`src/rtl/decimator_pkg.sv`:
```
// Shared types and helpers for the multi-channel decimator.
// The optional DECIMATOR_PHASE_EN macro enables a programmable kept-sample phase.
package decimator_pkg;

    localparam int DATA_WIDTH = 16;
    localparam int NUM_CH     = 2;
    localparam int MAX_DEC    = 16;

    typedef logic signed [DATA_WIDTH-1:0] sample_t;

    typedef enum logic {LOAD, RUN} dec_state_t;

    // Zero means "no decimation"; anything above max_dec is clamped.
    function automatic int unsigned sanitise_factor(input int unsigned req,
                                                    input int unsigned max_dec);
        if (req == 0)
            return 1;
        else if (req > max_dec)
            return max_dec;
        else
            return req;
    endfunction

endpackage

```
`src/rtl/decimator_phase_ctrl.sv`:
```
// Frame counter, factor/phase latching and keep strobe for decimator_mc.
// Optional kept-sample phase input under DECIMATOR_PHASE_EN.
module decimator_phase_ctrl
    import decimator_pkg::*;
#(
    parameter int MAX_DEC = decimator_pkg::MAX_DEC,
    parameter int CNT_W   = $clog2(MAX_DEC + 1)
) (
    input  logic             clk,
    input  logic             rst_n,
    input  logic             clk_enable,
    input  logic             sync_clr,
    input  logic             in_valid,
    input  logic [CNT_W-1:0] dec_factor,
`ifdef DECIMATOR_PHASE_EN
    input  logic [CNT_W-1:0] dec_phase,
`endif
    output logic             keep,
    output logic [CNT_W-1:0] factor_act,
    output dec_state_t       state_dbg
);

    dec_state_t       state, state_nx;
    logic [CNT_W-1:0] cnt, cnt_nx;
    logic [CNT_W-1:0] factor_nx;
    logic [CNT_W-1:0] phase_act, phase_nx;
    logic [CNT_W-1:0] req_factor;
    logic [CNT_W-1:0] req_phase;
    logic             accept;

    assign accept     = clk_enable && in_valid;
    assign req_factor = CNT_W'(sanitise_factor(32'(dec_factor), MAX_DEC));

`ifdef DECIMATOR_PHASE_EN
    assign req_phase = (dec_phase >= req_factor) ? req_factor - CNT_W'(1) : dec_phase;
`else
    assign req_phase = '0;
`endif

    assign state_dbg = state;

    always_comb begin
        state_nx  = state;
        cnt_nx    = cnt;
        factor_nx = factor_act;
        phase_nx  = phase_act;
        keep      = 1'b0;
        if (sync_clr) begin
            // Restart wins over any sample arriving in the same cycle.
            state_nx = LOAD;
            cnt_nx   = '0;
        end else begin
            case (state)
                LOAD: begin
                    state_nx  = RUN;
                    factor_nx = req_factor;
                    phase_nx  = req_phase;
                    cnt_nx    = '0;
                    if (accept) begin
                        keep = (req_phase == '0);
                        if (req_factor != CNT_W'(1))
                            cnt_nx = CNT_W'(1);
                    end
                end
                RUN: begin
                    if (accept) begin
                        keep = (cnt == phase_act);
                        // New factor/phase only take effect at a frame boundary.
                        if (cnt == factor_act - CNT_W'(1)) begin
                            cnt_nx    = '0;
                            factor_nx = req_factor;
                            phase_nx  = req_phase;
                        end else begin
                            cnt_nx = cnt + CNT_W'(1);
                        end
                    end
                end
                default: state_nx = LOAD;
            endcase
        end
    end

    always_ff @(posedge clk or negedge rst_n) begin
        if (!rst_n) begin
            state      <= LOAD;
            cnt        <= '0;
            factor_act <= CNT_W'(1);
            phase_act  <= '0;
        end else if (clk_enable) begin
            state      <= state_nx;
            cnt        <= cnt_nx;
            factor_act <= factor_nx;
            phase_act  <= phase_nx;
        end
    end

endmodule

```
`src/rtl/decimator_mc.sv`:
```
// Multi-channel runtime-programmable down-sampler: keeps one of every M accepted samples.
// Define DECIMATOR_PHASE_EN to add the dec_phase port selecting which sample is kept.
module decimator_mc
    import decimator_pkg::*;
#(
    parameter int DATA_WIDTH = decimator_pkg::DATA_WIDTH,
    parameter int NUM_CH     = decimator_pkg::NUM_CH,
    parameter int MAX_DEC    = decimator_pkg::MAX_DEC,
    parameter int CNT_W      = $clog2(MAX_DEC + 1)
) (
    input  logic                         clk,
    input  logic                         rst_n,
    input  logic                         clk_enable,
    input  logic                         sync_clr,
    input  logic [CNT_W-1:0]             dec_factor,
`ifdef DECIMATOR_PHASE_EN
    input  logic [CNT_W-1:0]             dec_phase,
`endif
    input  logic                         in_valid,
    input  logic [NUM_CH*DATA_WIDTH-1:0] dec_in,
    output logic                         out_valid,
    output logic [NUM_CH*DATA_WIDTH-1:0] dec_out,
    output logic [CNT_W-1:0]             factor_act,
    output dec_state_t                   state_dbg
);

    logic keep;

    decimator_phase_ctrl #(
        .MAX_DEC (MAX_DEC),
        .CNT_W   (CNT_W)
    ) u_ctrl (
        .clk        (clk),
        .rst_n      (rst_n),
        .clk_enable (clk_enable),
        .sync_clr   (sync_clr),
        .in_valid   (in_valid),
        .dec_factor (dec_factor),
`ifdef DECIMATOR_PHASE_EN
        .dec_phase  (dec_phase),
`endif
        .keep       (keep),
        .factor_act (factor_act),
        .state_dbg  (state_dbg)
    );

    // out_valid is a one-cycle pulse; it is frozen along with everything else on stall.
    always_ff @(posedge clk or negedge rst_n) begin
        if (!rst_n)
            out_valid <= 1'b0;
        else if (clk_enable)
            out_valid <= keep;
    end

    for (genvar c = 0; c < NUM_CH; c++) begin : g_ch
        logic [DATA_WIDTH-1:0] out_q;

        always_ff @(posedge clk or negedge rst_n) begin
            if (!rst_n)
                out_q <= '0;
            else if (clk_enable && keep)
                out_q <= dec_in[c*DATA_WIDTH +: DATA_WIDTH];
        end

        assign dec_out[c*DATA_WIDTH +: DATA_WIDTH] = out_q;
    end

endmodule
```
`config.mk`:
```
export PLATFORM = sky130hd
export DESIGN_NAME = decimator_mc
export DESIGN_NICKNAME = d
export VERILOG_FILES = /design/src/rtl/decimator_pkg.sv /design/src/rtl/decimator_phase_ctrl.sv /design/src/rtl/decimator_mc.sv
export SDC_FILE = /design/constraint.sdc
export NUM_CORES = 1
export LEC_CHECK = 0
export BUFFER_PORTS_ARGS = -buffer_cell sky130_fd_sc_hd__buf_4
export CORE_ASPECT_RATIO = 0.8
export CORE_MARGIN = 2
export CORE_UTILIZATION = 44
export DETAILED_ROUTE_END_ITERATION = 7
export PLACE_DENSITY = 0.79
export SLEW_MARGIN = 20
export SYNTH_ARGS = -nofsm -noshare
export SYNTH_HDL_FRONTEND = slang
export SYNTH_HIERARCHICAL = 1
export SYNTH_SLANG_ARGS = --single-unit
```
`constraint.sdc`:
```
create_clock -name clk -period 2.3 [get_ports clk]
set_input_delay 0.46 -clock clk [delete_from_list [all_inputs] [get_ports clk]]
set_output_delay 0.46 -clock clk [all_outputs]
set_load 0.02 [all_outputs]
```
==> results by group, run 1 <==
Setup path
  – WP data arrival: 2.38 ns
  – CP Class: flip-flop to flip-flop
  – Flop-to-flop setup slack: 0.09 ns
  – Worst Setup SP: u_ctrl/factor_act[0]$_DFFE_PN1P_
  – R2r worst-path depth: 7
  – Worst Path Required: 2.47 ns
  – Reg-to-Reg Start: u_ctrl/factor_act[0]$_DFFE_PN1P_
  – CP Launch Type: flip-flop
  – CP cell instances: inv_1 > ha_1 > xnor2_1 > a211oi_2 > o311ai_4 > a21bo_4 > mux2_4
  – CP endpoint: u_ctrl/factor_act[4]$_DFFE_PN0P_
  – CP max stage delay: 0.57 ns
  – CP Max Fanout: 6
  – CP endpoint kind: flip-flop
  – Slowest-stage cell, CP: dfstp_2
  – Reg2reg end: u_ctrl/factor_act[4]$_DFFE_PN0P_

Logic synthesis
  – Syn Nets: 191
  – Top-area cell type share of the netlist area: 0.506
  – Yosys reg bits: 44
  – Number of synthesized flops with an enable pin: 0
  – Largest area contributor in the netlist: dfrtp_1
  – Syn Area/Cell: 14.6 um2
  – Top post-synthesis cells by count: dfrtp_1 (43), mux2_4 (30), inv_1 (9)
  – Synthesized cell area: 2120 um2
  – Netlist cell types: 37
  – Yosys warns: 6
  – Most frequent cell after synthesis: dfrtp_1
  – Syn Inst Count: 146
  – Synth area leaders: dfrtp_1 (51%), mux2_4 (21%), o311ai_2 (2.3%)
  – Sequential area share after synthesis: 0.519
  – Post-synth top flop: dfrtp_1
  – Post-synth ARST share: 1.00

Pwr
  – Sw Share: 0.330
  – Leakage: 0.00147 uW
  – Internal power: 1710 uW
  – Clock Power Share: 0.181
  – Flop pwr share: 0.422
  – Gate power share: 0.397
  – Power density over the cells: 884 nW/um2
  – NetSw: 842 uW
  – VDD IR max: 0.000445 V

STA
  – Final hold vios: 0
  – Relative slew slack: 0.636
  – Max Clk Rate: 453 MHz
  – Clock skew: 0.00458 ns
  – Setup tns final: 0 ns
  – Final cycle utilization of the critical path: 0.959
  – Tightest Pin Transition: 0.546 ns
  – RSZ-0062 raised after global routing: false
  – Fin crit period: 2.21 ns
  – Fin. max-slew vios: 0
  – Final setup viols: 0

Layout
  – Fillers: 373
  – Fin area: 2890 um2
  – Area Growth Syn to Fin: 35.9%
  – ANT cells: 0
  – Layout cell share with drive strength beyond 1: 0.594
  – Total Nets Final: 278

Route
  – Post-route DRC violation count: 0
  – DR vias/cell: 4.98
  – Per-cell routed wire length: 14.6 um
  – Via Count: 1463
  – Drt first pass iters: 4
  – Routed Antenna Nets: 0
  – DRT iter0 DRCs: 60
  – Final WL: 4280 um

Floorplanning
  – Die Ht: 66.2 um
  – Die X: 81.7 um
  – I/O pins: 81
  – Initial Utilization: 0.459
  – Die ar.: 5400 um2
  – Core ar.: 4620 um2
  – Row Count: 22

GRT
  – Grt total ovfl: 0
  – Tot GR Track Use: 0.165
  – Vias in the first global route: 1421
  – First-pass GRT wire length: 6820 um
  – Largest net degree at the start of global routing: 45
  – Antenna violations before repair: 0

Placed design
  – RD Place Congestion: 0.801
  – Hpwl dp: 3150 um
  – Port Buf Inserts: 80
  – Placed inst area: 2800 um2

Clocking
  – H-tree Lvls: 2
  – CTS clk-pin slew, worst paths: 0.08 ns
  – # hold bufs at CTS: 0
  – CTS tree: built
  – Worst-Skew Late Latency: 0.28 ns
  – Maximum clock path buffer count: 2
  – CTS Sinks: 44
  – Inserted Clock Buffers: 5
  – CTS root buffer: clkbuf_8

Run
  – Number of max-cap violations: 0

Status
  – Status: completed

Hold path
  – Class of the worst hold path: primary input to asynchronous set/reset pin
worst min path at each step:
stage / slack, ns / endpoint / startpoint
finish: 0.16 / g_ch[0].out_q[9]$_DFFE_PN0P_ / rst_n
global placement: 0.48 / g_ch[0].out_q[11]$_DFFE_PN0P_ / rst_n
CTS: 0.17 / g_ch[1].out_q[2]$_DFFE_PN0P_ / rst_n
global route: 0.20 / g_ch[0].out_q[9]$_DFFE_PN0P_ / rst_n
detailed placement: 0.49 / g_ch[0].out_q[9]$_DFFE_PN0P_ / rst_n
floorplan: 0.16 / g_ch[0].out_q[0]$_DFFE_PN0P_ / rst_n
registers in the layout (all words and copies together), names as in the netlist:
name and cells:
u_ctrl/cnt 5, out_valid 1, u_ctrl/state_dbg 1, u_ctrl/factor_act 5
g_ch.out_q 32
worst max-delay path, delay by kind of cell, from the launching register on:
family / cells / cell delay (ns)
AO/OA/AOI/OAI: 3 / 0.74
flip-flops: 1 / 0.57
adder cells (fa/ha/maj): 1 / 0.30
multiplexers: 1 / 0.29
XOR/XNOR: 1 / 0.14
buffers and inverters: 1 / 0.06
repair_timing:
action / 4_1_cts / 5_1_grt
setup buffers: 0 / 0
resized for setup: 0 / 1
endpoints found under the setup margin: 0 / 3
power by group through the flow:
stage	logic [uW]	clock network (uW)	registers [uW]
after floorplan	384	0	1300
after global placement	1010	0	1080
after detailed placement	1020	0	1090
after CTS	1020	486	1080
after global routing	1080	523	1100
final	1010	461	1080
cells in the final DEF, fill, tap and decap left out, types with 5 or more instances in the layout:
cell,count
buf_4,83
clkbuf_8,5
dfrtp_1,43
inv_1,9
nand2_1,5
mux2_4,30
cell families after synthesis:
family          after synthesis  share of synthesized area
compound gates               21                     0.0984
xor+xnor                      6                     0.0247
fa+ha+maj                     3                     0.0177
buf+inv                      13                     0.0371
flops                        44                      0.519
mux                          34                      0.233
simple gates                 25                     0.0707
per-layer routing:
| layer | wire length, um | track usage | vias to the layer above |
|---|---|---|---|
| li1 | - | - | 707 |
| met1 | 2000 | 0.233 | 696 |
| met2 | 1820 | 0.247 | 58 |
| met3 | 431 | 0.0423 | 2 |
| met4 | 34 | 0.0563 | 0 |
| met5 | 0 | 0 | - |
stage by stage:
step                      hold slack, ns  std cells  utilization  power (uW)  setup WS (ns)
after floorplan                    0.164        146            -        1680          0.101
after global placement             0.483        286        0.605        2090          0.134
after detailed placement           0.488        286        0.605        2110          0.108
after CTS                          0.167        294        0.623        2590          0.101
after global routing               0.195        294        0.624        2710         0.0200
final                              0.157        294        0.624        2550         0.0943
cell type report:
class | instances | area, um2 | share of cell area
Clock buffer | 6 | 72.6 | 0.0251
Clock inverter | 2 | 12.5 | 0.00433
Inverter | 9 | 33.8 | 0.0117
Multi-Input combinational cell | 89 | 948 | 0.328
Sequential cell | 44 | 1100 | 0.382
Tap cell | 60 | 75.1 | 0.0260
Timing Repair Buffer | 84 | 643 | 0.223
Power figures use the tool's default switching activity.
==> run 2, diff against run 1 <==
--- a/config.mk
+++ b/config.mk
@@ -5,12 +5,11 @@
 export SDC_FILE = /design/constraint.sdc
 export NUM_CORES = 1
 export LEC_CHECK = 0
-export BUFFER_PORTS_ARGS = -buffer_cell sky130_fd_sc_hd__buf_4
 export CORE_ASPECT_RATIO = 0.8
 export CORE_MARGIN = 2
-export CORE_UTILIZATION = 44
+export CORE_UTILIZATION = 45
 export DETAILED_ROUTE_END_ITERATION = 7
-export PLACE_DENSITY = 0.79
+export DONT_BUFFER_PORTS = 1
 export SLEW_MARGIN = 20
 export SYNTH_ARGS = -nofsm -noshare
 export SYNTH_HDL_FRONTEND = slang
==> results by group, run 2 (synthesis results as in run 1) <==
Status
  – Status: completed

Route
  – DRT iter0 DRCs: 39 (-35%)
  – Post-route DRC violation count: 0 (unchanged)
  – Per-cell routed wire length: 18.7 um (+28%)
  – Final WL: 4090 um (-4.6%)
  – DR vias/cell: 5.54 (+11%)
  – Via Count: 1214 (-17%)
  – Routed Antenna Nets: 0 (unchanged)
  – Drt first pass iters: 4 (unchanged)

Setup path
  – R2r worst-path depth: 7 (unchanged)
  – CP cell instances: inv_1 > ha_1 > xnor2_1 > a211oi_2 > o311ai_4 > a21bo_4 > mux2_4
  – CP Class: flip-flop to flip-flop
  – Top Family by Delay on Critical Path: compound AO/OA/AOI/OAI gates
  – WP data arrival: 2.36 ns (-0.02 ns)
  – CP Max Fanout: 5 (-1)
  – Crit path buf inv count: 1 (unchanged)
  – Reg2reg end: u_ctrl/factor_act[4]$_DFFE_PN0P_
  – CP Launch Type: flip-flop
  – Reg-to-Reg Start: u_ctrl/factor_act[0]$_DFFE_PN1P_
  – CP max stage delay: 0.53 ns (-0.04 ns)
  – Flop-to-flop setup slack: 0.12 ns (+0.03 ns)
  – Slowest-stage cell, CP: dfstp_2
  – CP endpoint kind: flip-flop
  – Worst Path Required: 2.48 ns (about the same)

Placed design
  – Hpwl dp: 2920 um (-7.2%)
  – Cell Count Post-Placement: 209 (-27%)
  – RD Place Congestion: 0.874 (+9.1%)
  – Port Buf Inserts: 0 (-100%)

STA
  – Final hold vios: 0 (unchanged)
  – Fin crit period: 2.18 ns (-0.0284 ns)
  – Setup tns final: 0 ns (unchanged)
  – Max Clk Rate: 459 MHz (+1.3%)
  – Relative slew slack: 0.611 (-0.0248)
  – Fin. max-slew vios: 0 (unchanged)
  – Final setup viols: 0 (unchanged)
  – Final cycle utilization of the critical path: 0.947 (-0.0123)
  – Tightest Pin Transition: 0.578 ns (+0.0322 ns)
  – Clock skew: 0.00497 ns (+0.000381 ns)
  – RSZ-0062 raised after global routing: false

GRT
  – Antenna violations before repair: 0 (unchanged)
  – First-pass GRT wire length: 6440 um (-5.5%)
  – Vias in the first global route: 1254 (-12%)
  – Tot GR Track Use: 0.162 (-0.00258)
  – Grt total ovfl: 0 (unchanged)
  – Largest net degree at the start of global routing: 45 (unchanged)

Clocking
  – CTS clk-pin slew, worst paths: 0.08 ns (about the same)
  – CTS tree: built
  – Maximum clock path buffer count: 2 (unchanged)
  – Inserted Clock Buffers: 5 (unchanged)
  – CTS root buffer: clkbuf_8
  – Setup Buffers After CTS: 0 (unchanged)
  – CTS Sinks: 44 (unchanged)
  – H-tree Lvls: 2 (unchanged)
  – Worst-Skew Late Latency: 0.29 ns (about the same)

Hold path
  – Hold depth: 1
  – Min-Delay Endpoint: u_ctrl/state_dbg$_DFFE_PN0P_
  – Class of the worst hold path: primary input to flip-flop
  – HP Start: clk_enable

Pwr
  – Internal power: 1500 uW (-12%)
  – NetSw: 791 uW (-6.0%)
  – Flop pwr share: 0.568 (+0.146)
  – Sw Share: 0.345 (+0.0152)
  – Design Power: 2290 uW (-10%)
  – Power density over the cells: 974 nW/um2 (+10%)
  – Leakage: 0.00112 uW (-24%)
  – Clock Power Share: 0.213 (+0.032)
  – VDD IR max: 0.000421 V (-5.5%)
  – Gate power share: 0.218 (-0.179)

Layout
  – Fillers: 424 (+14%)
  – Total Nets Final: 203 (-27%)
  – Layout cell share with drive strength beyond 1: 0.403 (-0.192)
  – Max FFs per register: 32 (unchanged)
  – Most flops, register: g_ch.out_q
  – Commonest non-fill, non-tap cell in the layout: dfrtp_1
  – Area Growth Syn to Fin: 10.8%
  – Finished Layout Cells: 219 (-26%)
  – Most frequent cells in the layout: dfrtp_1 (43), mux2_4 (30), inv_1 (9), clkbuf_8 (6), buf_4 (6)
  – ANT cells: 0 (unchanged)
  – Largest regs: g_ch.out_q: 32 flops, u_ctrl/cnt: 5 flops, u_ctrl/factor_act: 5 flops

Floorplanning
  – Die Ht: 65.5 um (-1.1%)
  – Row Count: 22 (unchanged)
  – Die X: 80.8 um (-1.1%)
  – I/O pins: 81 (unchanged)
  – Core ar.: 4570 um2 (-1.2%)
  – Initial Utilization: 0.465 (+0.00554)
  – Die ar.: 5290 um2 (-2.1%)

Run
  – Number of max-cap violations: 0 (unchanged)
[run 2: cell types whose count changed in the layout (fill, tap and decap cells not counted)]
cell / previous run / this run
buf_16: 0 / 1
dlygate4sd3_1: 0 / 1
clkinvlp_4: 1 / 0
clkbuf_8: 5 / 6
clkinv_2: 1 / 2
buf_4: 83 / 6
clkbuf_1: 1 / 0
[run 2: timing repair]
action | in CTS | in global routing
hold buffers | 1 | 1
resized for setup | 0 | 1
hold endpoints to repair | 44 | 8
setup endpoints to repair | 0 | 3
[run 2: power by group through the flow]
stage	logic, uW	registers [uW]	clock network (uW)
after floorplan	384	1300	0
after global placement	461	1320	0
after detailed placement	482	1320	0
after CTS	503	1310	506
after global routing	541	1330	542
final	500	1300	490
[run 2: layout make-up]
| cell class | instances | area, um2 | share of cell area |
|---|---|---|---|
| clock buffers | 6 | 82.6 | 0.0351 |
| multi-input cells | 89 | 948 | 0.403 |
| clock inverters | 2 | 10.0 | 0.00425 |
| repair buffers | 9 | 103 | 0.0436 |
| well taps | 60 | 75.1 | 0.0319 |
| flip-flops and latches | 44 | 1100 | 0.468 |
| inverters | 9 | 33.8 | 0.0143 |
[run 2: through the flow]
stage	area (um2)	hold WS, ns	worst slack [ns]	utilization
floorplan	2120	0.164	0.101	-
global placement	2220	0.165	0.180	0.486
detailed placement	2220	0.165	0.145	0.486
CTS	2340	0.00602	0.127	0.512
global route	2350	0.262	0.0201	0.515
finish	2350	0.269	0.123	0.515
[run 2: layer usage]
layer	up-vias	routed length, um	GRT usage
li1	550	-	-
met1	604	1680	0.203
met2	56	1960	0.255
met3	4	405	0.0646
met4	0	44	0.0572
met5	-	0	0
[run 2: worst max path at each step]
stage / endpoint / depth (start not counted) / start / slack (ns)
finish: u_ctrl/factor_act[4]$_DFFE_PN0P_ / 7 / u_ctrl/factor_act[0]$_DFFE_PN1P_ / 0.12
global route: u_ctrl/cnt[3]$_DFFE_PN0P_ / 7 / u_ctrl/factor_act[0]$_DFFE_PN1P_ / 0.02
CTS: u_ctrl/factor_act[3]$_DFFE_PN0P_ / 7 / u_ctrl/factor_act[0]$_DFFE_PN1P_ / 0.13
detailed placement: u_ctrl/factor_act[4]$_DFFE_PN0P_ / 7 / u_ctrl/factor_act[0]$_DFFE_PN1P_ / 0.15
global placement: u_ctrl/factor_act[4]$_DFFE_PN0P_ / 7 / u_ctrl/factor_act[0]$_DFFE_PN1P_ / 0.18
floorplan: u_ctrl/factor_act[4]$_DFFE_PN0P_ / 7 / u_ctrl/factor_act[0]$_DFFE_PN1P_ / 0.10
==> run 3, diff against run 2 <==
--- a/config.mk
+++ b/config.mk
@@ -5,11 +5,14 @@
 export SDC_FILE = /design/constraint.sdc
 export NUM_CORES = 1
 export LEC_CHECK = 0
+export CELL_PAD_IN_SITES_DETAIL_PLACEMENT = 0
+export CELL_PAD_IN_SITES_GLOBAL_PLACEMENT = 1
 export CORE_ASPECT_RATIO = 0.8
 export CORE_MARGIN = 2
-export CORE_UTILIZATION = 45
+export CORE_UTILIZATION = 44
 export DETAILED_ROUTE_END_ITERATION = 7
 export DONT_BUFFER_PORTS = 1
+export PLACE_DENSITY_LB_ADDON = 0.1
 export SLEW_MARGIN = 20
 export SYNTH_ARGS = -nofsm -noshare
 export SYNTH_HDL_FRONTEND = slang
==> results by group, run 3 (synthesis results as in run 1) <==
GRT
  – Largest net degree at the start of global routing: 45 (unchanged)
  – Vias in the first global route: 1277 (+1.8%)
  – Grt total ovfl: 0 (unchanged)
  – First-pass GRT wire length: 6290 um (-2.5%)
  – Antenna violations before repair: 0 (unchanged)
  – Tot GR Track Use: 0.154 (-0.00849)

STA
  – RSZ-0062 raised after global routing: false
  – Final hold vios: 0 (unchanged)
  – Fin. max-slew vios: 0 (unchanged)
  – Max Clk Rate: 450 MHz (-2.0%)
  – Clock skew: 0.00741 ns (+0.00245 ns)
  – Tightest Pin Transition: 0.610 ns (+0.0323 ns)
  – Setup tns final: 0 ns (unchanged)
  – Relative slew slack: 0.590 (-0.0217)
  – Fin crit period: 2.22 ns (+0.0449 ns)
  – Final cycle utilization of the critical path: 0.966 (+0.0195)
  – Final setup viols: 0 (unchanged)

Clocking
  – Worst-Skew Late Latency: 0.29 ns (about the same)
  – CTS clk-pin slew, worst paths: 0.08 ns (about the same)
  – CTS root buffer: clkbuf_8
  – CTS Sinks: 44 (unchanged)
  – Setup Buffers After CTS: 0 (unchanged)
  – Maximum clock path buffer count: 2 (unchanged)
  – Inserted Clock Buffers: 5 (unchanged)
  – CTS tree: built
  – H-tree Lvls: 2 (unchanged)

Route
  – Per-cell routed wire length: 18.3 um (-1.9%)
  – Routed Antenna Nets: 0 (unchanged)
  – DRT iter0 DRCs: 46 (+18%)
  – DR vias/cell: 5.47 (-1.2%)
  – Via Count: 1188 (-2.1%)
  – Final WL: 3970 um (-2.8%)
  – Post-route DRC violation count: 0 (unchanged)
  – Drt first pass iters: 4 (unchanged)

Layout
  – Largest regs: g_ch.out_q: 32 flops, u_ctrl/cnt: 5 flops, u_ctrl/factor_act: 5 flops
  – Most frequent cells in the layout: dfrtp_1 (43), mux2_4 (30), inv_1 (9), clkbuf_8 (6), nand2_1 (5)
  – FF/Latch Area: 1100 um2 (unchanged)
  – Max FFs per register: 32 (unchanged)
  – Area occupied by multi-input gates: 948 um2 (unchanged)
  – Commonest non-fill, non-tap cell in the layout: dfrtp_1
  – Layout cell share with drive strength beyond 1: 0.395 (-0.00761)
  – ANT cells: 0 (unchanged)
  – Fin util: 0.512 (-0.00316)
  – Area Growth Syn to Fin: 11.5%
  – Most flops, register: g_ch.out_q
  – Total Nets Final: 201 (-0.99%)
  – Fillers: 411 (-3.1%)

Setup path
  – CP Class: flip-flop to flip-flop
  – CP Max Fanout: 6 (+1)
  – CP endpoint kind: flip-flop
  – CP cell instances: inv_1 > ha_1 > xnor2_1 > a211oi_2 > o311ai_4 > a21bo_4 > mux2_4
  – Crit path buf inv count: 1 (unchanged)
  – Top Family by Delay on Critical Path: compound AO/OA/AOI/OAI gates
  – CP max stage delay: 0.54 ns (about the same)
  – WP data arrival: 2.40 ns (+0.04 ns)
  – Slowest-stage cell, CP: dfstp_2
  – Worst Path Required: 2.48 ns (about the same)
  – CP Launch Type: flip-flop

Status
  – Status: completed

Hold path
  – Class of the worst hold path: primary input to flip-flop

Floorplanning
  – Core ar.: 4620 um2 (+1.2%)
  – Row Count: 22 (unchanged)
  – Die ar.: 5400 um2 (+2.1%)
  – Die Ht: 66.2 um (+1.1%)
  – I/O pins: 81 (unchanged)
  – Die X: 81.7 um (+1.1%)
  – Initial Utilization: 0.459 (-0.00554)

Pwr
  – Leakage: 0.00112 uW (about the same)
  – VDD IR max: 0.000533 V (+27%)
  – Design Power: 2410 uW (+5.0%)
  – Power density over the cells: 1020 nW/um2 (+4.4%)

Placed design
  – Hpwl dp: 2900 um (-0.88%)
  – Port Buf Inserts: 0 (unchanged)
  – RD Place Congestion: 0.758 (-13%)

Run
  – Number of max-cap violations: 0 (unchanged)
## run 3: cell types whose count changed in the layout (fill, tap and decap cells not counted), sizes merged
cell    before  now
buf          8    6
bufinv       0    1
clkinv       2    1
## run 3: what timing repair did
item | 4_1_cts | 5_1_grt
gates resized for setup | 0 | 1
hold buffers | 1 | 1
endpoints found under the setup margin | 0 | 3
hold endpoints to repair | 44 | 15
## run 3: power breakdown
group          internal (uW)  total, uW  switching (uW)
logic                    304        491             188
registers                953       1310             352
clock network            355        612             256
total                   1610       2410             796
## run 3: stage by stage
stage,hold slack [ns],worst slack [ns],area (um2),std cells
3_3_place_gp,0.165,0.0831,2200,207
3_5_place_dp,0.165,0.0986,2200,207
4_1_cts,0.00632,0.0710,2350,216
2_1_floorplan,0.164,0.101,2120,146
5_1_grt,0.278,0.00303,2370,217
6_report,0.282,0.0779,2370,217
## run 3: per-layer routing
metal / track usage / part of all wire / vias to the layer above / wire length [um]
li1: - / - / 541 / -
met1: 0.198 / 0.43 / 593 / 1720
met3: 0.0724 / 0.092 / 2 / 367
met2: 0.241 / 0.47 / 52 / 1880
met4: 0.0250 / 0.0020 / 0 / 8
met5: 0 / 0 / - / 0
## run 3: area by class of cell
class                           instances  share of cell area
Clock inverter                          2              0.0164
Clock buffer                            6              0.0349
Multi-Input combinational cell         89               0.400
Timing Repair Buffer                    7              0.0370
Tap cell                               60              0.0317
Inverter                                9              0.0143
Sequential cell                        44               0.465
## run 3: final timing paths
check,from,endpoint,slack [ns],cells after the start
setup / recovery,u_ctrl/factor_act[0]$_DFFE_PN1P_,u_ctrl/factor_act[4]$_DFFE_PN0P_,0.08,7
hold / removal,clk_enable,u_ctrl/state_dbg$_DFFE_PN0P_,0.28,1
setup reg to reg,u_ctrl/factor_act[0]$_DFFE_PN1P_,u_ctrl/factor_act[4]$_DFFE_PN0P_,0.08,7
hold reg to reg,u_ctrl/factor_act[0]$_DFFE_PN1P_,u_ctrl/factor_act[0]$_DFFE_PN1P_,0.52,2
max in group asynchronous,rst_n,u_ctrl/factor_act[0]$_DFFE_PN1P_,1.36,2
min in group asynchronous,rst_n,g_ch[0].out_q[12]$_DFFE_PN0P_,0.67,2
